### src/rtl/pwm_multi.sv
// Multi-channel PWM: one shared counter, edge- or centre-aligned, with
// double-buffered duty values that are applied atomically at the period boundary.
module pwm_multi #(
   parameter int WIDTH    = 16,
   parameter int CHANNELS = 4,
   parameter int CH_W     = (CHANNELS > 1) ? $clog2(CHANNELS) : 1
) (
   input  logic                clk,
   input  logic                rst_n,
   input  logic                mode,
   input  logic [CHANNELS-1:0] ch_en,
   input  logic                wr_en,
   input  logic [CH_W-1:0]     wr_ch,
   input  logic [WIDTH-1:0]    wr_val,
   output logic [CHANNELS-1:0] pwm_out,
   output logic                period_start,
   output logic                update_pending,
   output logic [WIDTH-1:0]    cnt
);

   localparam logic [WIDTH-1:0] MAX = '1;

   logic                dir;
   logic                mode_act;
   logic [CHANNELS-1:0] en_act;
   logic [WIDTH-1:0]    shadow      [CHANNELS];
   logic [WIDTH-1:0]    active      [CHANNELS];

   logic                wr_ok;
   logic                terminal;
   logic [WIDTH-1:0]    cnt_nxt;
   logic                dir_nxt;
   logic [CHANNELS-1:0] en_nxt;
   logic [CHANNELS-1:0] pwm_nxt;
   logic [WIDTH-1:0]    next_shadow [CHANNELS];
   logic [WIDTH-1:0]    active_nxt  [CHANNELS];

   assign wr_ok    = wr_en && (int'({1'b0, wr_ch}) < CHANNELS);
   assign terminal = mode_act ? (dir && (cnt == WIDTH'(1))) : (cnt == MAX);

   always_comb begin
      cnt_nxt = cnt + WIDTH'(1);
      dir_nxt = dir;
      if (terminal) begin
         cnt_nxt = '0;
         dir_nxt = 1'b0;
      end else if (mode_act && !dir && (cnt == MAX)) begin
         cnt_nxt = cnt - WIDTH'(1);
         dir_nxt = 1'b1;
      end else if (dir) begin
         cnt_nxt = cnt - WIDTH'(1);
      end
   end

   // Outputs are computed from next-period state so that the first pwm_out
   // cycle of a new period coincides with period_start and cnt==0.
   always_comb begin
      en_nxt = terminal ? ch_en : en_act;
      for (int i = 0; i < CHANNELS; i++) begin
         next_shadow[i] = (wr_ok && (wr_ch == CH_W'(i))) ? wr_val : shadow[i];
         active_nxt[i]  = terminal ? next_shadow[i] : active[i];
         pwm_nxt[i]     = en_nxt[i] & (cnt_nxt < active_nxt[i]);
      end
   end

   always_ff @(posedge clk) begin
      if (!rst_n) begin
         cnt            <= '0;
         dir            <= 1'b0;
         mode_act       <= 1'b0;
         en_act         <= '0;
         pwm_out        <= '0;
         period_start   <= 1'b0;
         update_pending <= 1'b0;
         for (int i = 0; i < CHANNELS; i++) begin
            shadow[i] <= '0;
            active[i] <= '0;
         end
      end else begin
         cnt          <= cnt_nxt;
         dir          <= dir_nxt;
         en_act       <= en_nxt;
         pwm_out      <= pwm_nxt;
         period_start <= terminal;
         shadow       <= next_shadow;
         active       <= active_nxt;
         if (terminal) begin
            mode_act       <= mode;
            update_pending <= 1'b0;
         end else if (wr_ok) begin
            update_pending <= 1'b1;
         end
      end
   end

endmodule

### config.mk
export PLATFORM = sky130hd
export DESIGN_NAME = pwm_multi
export DESIGN_NICKNAME = d
export VERILOG_FILES = /design/src/rtl/pwm_multi.sv
export SDC_FILE = /design/constraint.sdc
export NUM_CORES = 1
export LEC_CHECK = 0
export ABC_AREA = 1
export CORE_ASPECT_RATIO = 0.9
export CORE_UTILIZATION = 40
export DETAILED_ROUTE_END_ITERATION = 6
export PLACE_DENSITY = 0.58
export SETUP_SLACK_MARGIN = 0.02
export SLEW_MARGIN = 40
export SYNTH_ARGS = -nofsm -noshare
export SYNTH_HDL_FRONTEND = slang
export SYNTH_SLANG_ARGS = --single-unit
### constraint.sdc
create_clock -name clk -period 2.64 [get_ports clk]
set_input_delay 0.528 -clock clk [delete_from_list [all_inputs] [get_ports clk]]
set_output_delay 0.528 -clock clk [all_outputs]
set_load 0.02 [all_outputs]
-- Word level (Yosys, flattened, before mapping)
Index checks and enable logic that the tools add are counted.
- bits in registers: 156
- input bits: 26
- output and inout port bits: 22
- word-level logic and storage cells: 54
- $add $sub $neg: 2
- order comparisons: 4
- eq/ne operators: 5
- mux-type cells: 13
- bitwise operators: 5
- reductions and logical operators: 10
- operators with widths (kind ; number):
    2-to-1 mux 16 bit ; 11
    < comparator 16 bit ; 4
    adder 16 x 1 -> 16 bit (second input constant) ; 1
    == test 16 x 1 -> 1 bit (second input constant) ; 1
    == test 16 bit (second input constant) ; 1
    subtractor 16 x 1 -> 16 bit (second input constant) ; 1
    logical AND 1 bit ; 7
    AND 1 bit ; 4
    == test 2 bit (second input constant) ; 2
    2-to-1 mux 4 bit ; 1
    == test 2 x 1 -> 1 bit (second input constant) ; 1
    zero test 2 bit ; 1
    OR reduction 2 bit ; 1
    zero test 1 bit ; 1
    2-to-1 mux 1 bit ; 1
    inverter 1 bit ; 1

-- Depth between registers and ports, before layout
- depth in word-level cells: 7
- mapped depth: 23
- mapped depth without buffers: 23

-- Worst setup path after synthesis
Ideal clock, no wire load.
- path type: register -> register
- start: register cnt[0]
- end: register pwm_out[1]
- setup time: 0.066 ns
- arrival time: 3.014 ns
- slack: -0.440 ns
- cell stages (with the launch flop): 21
- path buffers: 0
- period minus slack after synthesis: 3.080 ns
- cell sequence: dfxtp_1 ha_1 inv_1 nor2_2 nand2_2 inv_2 nand2_1 inv_1 nand4_2 nand2_2 inv_2 o21ai_2 o21ai_0 a21oi_1 ha_1 a21oi_1 nand3b_1 a21oi_1 a2111oi_0 nand2_1 a21oi_2
- cells in the longest elaborated chain, start to end: 6
- elaborated cells between the ends (all ways): 14
- RTL lines (what ; RTL line ; text):
    start: declaration ; 18 ; output logic [WIDTH-1:0] cnt
    start signal: assignment ; 80 ; cnt <= cnt_nxt;
    adder 16 x 1 -> 16 bit, or another cell as far along ; 42 ; cnt_nxt = cnt + WIDTH'(1);
    2-to-1 mux 16 bit, or another cell as far along ; 50 ; end else if (dir) begin
    2-to-1 mux 16 bit / 2-to-1 mux 1 bit (equally long branches) ; 47, 39 ;
    2-to-1 mux 16 bit * ; 44 ; if (terminal) begin
    net cnt_nxt[9] ; 31 ; logic [WIDTH-1:0] cnt_nxt;
    < comparator 16 bit * ; 62 ; pwm_nxt[i] = en_nxt[i] & (cnt_nxt < active_nxt[i]);
    AND 1 bit * ; 62 ;
    end signal: assignment ; 83 ; pwm_out <= pwm_nxt;
    end: declaration ; 15 ; output logic [CHANNELS-1:0] pwm_out,
Mark *: on every way through the listed nets, which the timed path passes. The rest lies on a longest branch.
A chain may end at the register's enable or synchronous reset.

-- Final worst setup path
- start: register cnt[1]
- end: register pwm_out[0]
The elaborated chain is that of the path after synthesis.

==> impl_summary.txt <==
----------------------------------------------------
[Placement]
  Final RePlAce weighted congestion ... 0.863
  Number of placed instances, taps included ... 1,359
  Total half-perimeter wirelength after legalization and detailed placement ... 13,800 microns
  Port Buf Inserts ... 47
  Placement-stage worst setup slack ... -0.494 ns

[Cells and area]
  Number of cells in the finished layout apart from fillers ... 1,406
  Number of fillers in the final layout ... 1,622
  Count of antenna diodes in the layout ... 0
  # nets final ... 1,242
  Growth of design area from synthesis to finish ... 45.0%
  Register Area ... 0.00315 sq mm
  Area of combinational cells with multiple inputs ... 0.00435 sq mm
  Proportion of layout cells with a drive suffix above 1 ... 28.6%
  Core Util, Final ... 60.2%

[Timing]
  Setup slack of the critical path after layout ... -0.194 ns
  RSZ-0062 raised after global routing ... true
  Slew at the pin closest to its max-slew limit ... 0.696 ns
  Max Freq ... 353 MHz
  Minimum period implied by the final worst setup slack ... 2.83 ns
  Setup TNS ... -0.626 ns
  Clock Skews ... 0.0134 ns
  Final setup violating endpoints ... 4
  Worst rel slew slack ... 53.6%
  Final Hold Vio Count ... 0
  Slew Limit Fails ... 0
  Final Cycle Share ... 107%

[Worst setup path]
  Critical setup path kind ... reg -> reg
  Kind of launch point of the worst setup path ... register
  Endpoint class of the critical path ... register
  Arrival time of data at the critical path endpoint ... 3.14 ns
  Worst flop-to-flop path startpoint ... cnt[1]$_SDFF_PN0_
  Number of cells on the worst reg-to-reg path ... 24
  CP max FO ... 5
  Worst R2R Setup Slack ... -0.19 ns
  Worst path required time ... 2.95 ns
  Endpoint of the lowest-slack register-to-register path ... pwm_out[0]$_SDFF_PN0_

[Yosys]
  Top area cells in the synthesized netlist ... sky130_fd_sc_hd__dfxtp_1 (42%), sky130_fd_sc_hd__ha_1 (11%), sky130_fd_sc_hd__nor2_1 (9.2%)
  Most common cell in the netlist ... sky130_fd_sc_hd__nor2_1
  Netlist Area Pre-Place ... 0.00744 sq mm
  Number of warnings printed during yosys synthesis ... 0
  Arithmetic-cell share of the synthesized area counting full adders, half adders and majority gates ... 10.6%
  Cell type with the highest aggregate area in the netlist ... sky130_fd_sc_hd__dfxtp_1
  Synth Instances ... 932
  Synth async-reset ratio ... 0%
  Count of distinct cell types in the synthesized netlist ... 40
  Avg Cell Area, Syn ... 7.98 sq um
  Synth Area in XOR/XNOR ... 0.824%
  Register area share after synthesis ... 42.0%
  Synthesized flop and latch total ... 156
  Multiplexer share of the synthesized area ... 8.08%
  Simple-gate share of the synthesized area ... 23.9%
  Combinational family with the most area after synthesis ... simple AND/OR/NAND/NOR gates
  Number of flops mapped to enable cells by yosys ... 0
  Cell types with the highest counts after synthesis ... sky130_fd_sc_hd__nor2_1 (183), sky130_fd_sc_hd__nand2_1 (180), sky130_fd_sc_hd__dfxtp_1 (156)
  Portion of synthesized cell area occupied by the leading cell type ... 42.0%
  Post-Syn Nets ... 1,021
  Compound-Gate Fraction of Synth Area ... 9.35%
  Most used flip-flop cell after synthesis ... sky130_fd_sc_hd__dfxtp_1

[Power and ir drop]
  Net switching fraction of the power ... 23.2%
  Switching power total ... 0.00128 W
  Part of the power in combinational logic ... 9.3%
  Final Total Pwr ... 0.00554 W
  Clock power share ... 47.2%
  Highest ir drop seen on vdd ... 572 uV
  Areal power density over the cells ... 514 mW/mm^2
  Internal portion of total power ... 0.00426 W
  Fraction of power consumed by sequential logic ... 43.5%
  Pleak ... 5.05 nW

[Min path]
  Worst hold path startpoint ... update_pending$_SDFFE_PP0P_
  Worst hold-check path type ... reg -> reg
  Count of cells along the worst hold path ... 2
  Hold EP ... update_pending$_SDFFE_PP0P_

[Global route]
  Pin count of the biggest net entering global routing ... 143
  Met1 layer usage reported by global route ... 27.4%
  First-pass GRT wire length ... 31,600 microns
  Global routing met3 resource utilization ... 4.06%
  Highest-utilization routing layer at the global route stage ... met2
  Vias in the first global route ... 6,217
  Total routing usage reported by global routing ... 21.0%
  GR met2 Demand/Resource ... 35.0%
  Residual overflow from global routing ... 0
  Antenna violations before repair ... 0

[Run status]
  Outcome ... finished, violations left
  Failing checks ... negative setup slack

[Clock network]
  Hold Buf Count CTS ... 0
  CTS HTree Levels ... 4
  Source-to-sink clock delay at the later pin of the worst-skew pair ... 0.43 ns
  CTS tree ... yes
  CTS Root Cell ... sky130_fd_sc_hd__clkbuf_16
  Number of buffers added by the clock tree synthesis step ... 17
  Buffer depth of the longest clock path ... 2
  CTS sink cnt ... 156
  Clock transition at the registers of the reported paths ... 0.07 ns

[Flow run]
  MaxCap Viol Count ... 0

[Die]
  Initial core utilization ... 41.5%
  Number of core rows ... 46
  Die area ... 0.0191 sq mm
  Top Ports ... 48
  Core Region ... 0.0179 sq mm
  Chip width ... 146 microns
  Floorplan die height ... 131 microns

[Route]
  Via density ... 4.80
  DR DRC count ... 0
  Count of TritonRoute iterations in the first routing pass ... 5
  Number of DRC violations after detailed-routing iteration 0 ... 307
  Routed Wire Length ... 20,300 microns
  Number of nets with antenna violations after detailed routing ... 0
  Total via count in the routed design ... 6,745
  Final routed wire length divided by cell count ... 14.5 microns

----------------------------------------------------
## critical path: stages (launching register included)
cell                       delay [ns]
sky130_fd_sc_hd__dfxtp_4         0.39
sky130_fd_sc_hd__ha_4            0.14
sky130_fd_sc_hd__inv_4           0.04
sky130_fd_sc_hd__nor2_4          0.10
sky130_fd_sc_hd__nand2_2         0.07
sky130_fd_sc_hd__inv_2           0.07
sky130_fd_sc_hd__nand2_2         0.05
sky130_fd_sc_hd__inv_2           0.06
sky130_fd_sc_hd__nand4_4         0.08
sky130_fd_sc_hd__nand2_4         0.11
sky130_fd_sc_hd__inv_6           0.05
sky130_fd_sc_hd__buf_4           0.15
sky130_fd_sc_hd__nand2_1         0.05
sky130_fd_sc_hd__nand2_1         0.06
sky130_fd_sc_hd__nor2_1          0.09
sky130_fd_sc_hd__nand3b_1        0.18
sky130_fd_sc_hd__inv_4           0.11
sky130_fd_sc_hd__ha_4            0.28
sky130_fd_sc_hd__nand2_1         0.07
sky130_fd_sc_hd__nor2_2          0.12
sky130_fd_sc_hd__a211oi_2        0.04
sky130_fd_sc_hd__o21ai_1         0.15
sky130_fd_sc_hd__nand3_1         0.10
sky130_fd_sc_hd__nand3_2         0.09
sky130_fd_sc_hd__a21oi_2         0.03
## final cells by class
| cell class | instances | area share [%] |
|---|---|---|
| multi-input combinational | 686 | 40.3 |
| inverter | 53 | 2.08 |
| timing repair buffer | 239 | 19.8 |
| clock buffer | 22 | 4.31 |
| sequential | 156 | 29.2 |
| clock inverter | 10 | 1.52 |
| tap | 240 | 2.79 |
## through the flow
step / hold slack (ns) / cell area, sq um
after CTS: 0.490 / 10400
after floorplan: 0.449 / 7530
after global placement: 0.459 / 9590
final: 0.490 / 10800
after global routing: 0.513 / 10800
after detailed placement: 0.477 / 9590
## cells by family after synthesis
family,Yosys count
buffers and inverters,90
multiplexers,60
adder cells (fa/ha/maj),63
AND/OR/NAND/NOR,431
flip-flops,156
AO/OA/AOI/OAI,125
XOR/XNOR,7
## layer usage
layer	routed length, microns	vias up
met2	9630	97
met3	523	21
met4	371	0
li1	-	3532
met1	9810	3095
met5	0	-
## cell usage in the layout, fill, tap and decap left out, drive strengths merged
| cell | count |
|---|---|
| bufinv | 4 |
| mux2i | 60 |
| nor4 | 5 |
| o21ai | 76 |
| o211ai | 2 |
| clkinvlp | 4 |
| inv | 52 |
| nand2 | 186 |
| nand3 | 29 |
| nor2 | 187 |
| xor2 | 7 |
| a21o | 1 |
| dfxtp | 156 |
| clkinv | 3 |
| a31oi | 1 |
| ha | 63 |
| and2 | 3 |
| nor3b | 1 |
| buf | 190 |
| clkbuf | 24 |
| a211oi | 8 |
| clkdlybuf4s50 | 47 |
| nor3 | 9 |
| nand3b | 5 |
| nand4 | 6 |
| o221ai | 1 |
| o2111ai | 1 |
| a2111oi | 2 |
| a21oi | 33 |
## power groups by stage
stage,combinational (W),clock [W],sequential [W]
global route,0.000569,0.00276,0.00241
detailed placement,0.000490,0,0.00246
CTS,0.000501,0.00267,0.00241
global placement,0.000488,0,0.00246
floorplan,0.000241,0,0.00247
finish,0.000518,0.00262,0.00241
## worst max-delay path by stage
stage / start / to / slack (ns) / cells past startpoint
detailed placement: wr_ch[0] / pwm_out[0]$_SDFF_PN0_ / -0.49 / 15
global placement: wr_ch[0] / pwm_out[0]$_SDFF_PN0_ / -0.46 / 15
floorplan: cnt[0]$_SDFF_PN0_ / pwm_out[1]$_SDFF_PN0_ / -0.12 / 20
global route: cnt[1]$_SDFF_PN0_ / pwm_out[1]$_SDFF_PN0_ / -0.38 / 21
finish: cnt[1]$_SDFF_PN0_ / pwm_out[0]$_SDFF_PN0_ / -0.19 / 24
CTS: cnt[1]$_SDFF_PN0_ / pwm_out[0]$_SDFF_PN0_ / -0.21 / 24
## registers in the layout, summed over array words and instances (netlist names)
register / flops
update_pending: 1
shadow: 64
period_start: 1
dir: 1
en_act: 4
cnt: 16
active: 64
pwm_out: 4
mode_act: 1
## what timing repair did
action | CTS | global route
pin swaps | 11 | 20
resized for setup | 28 | 72
setup endpoints to repair | 4 | 4
buffers inserted | 7 | 6
gates cloned | 0 | 2
Note: power is estimated with default switching activity, not from simulation.
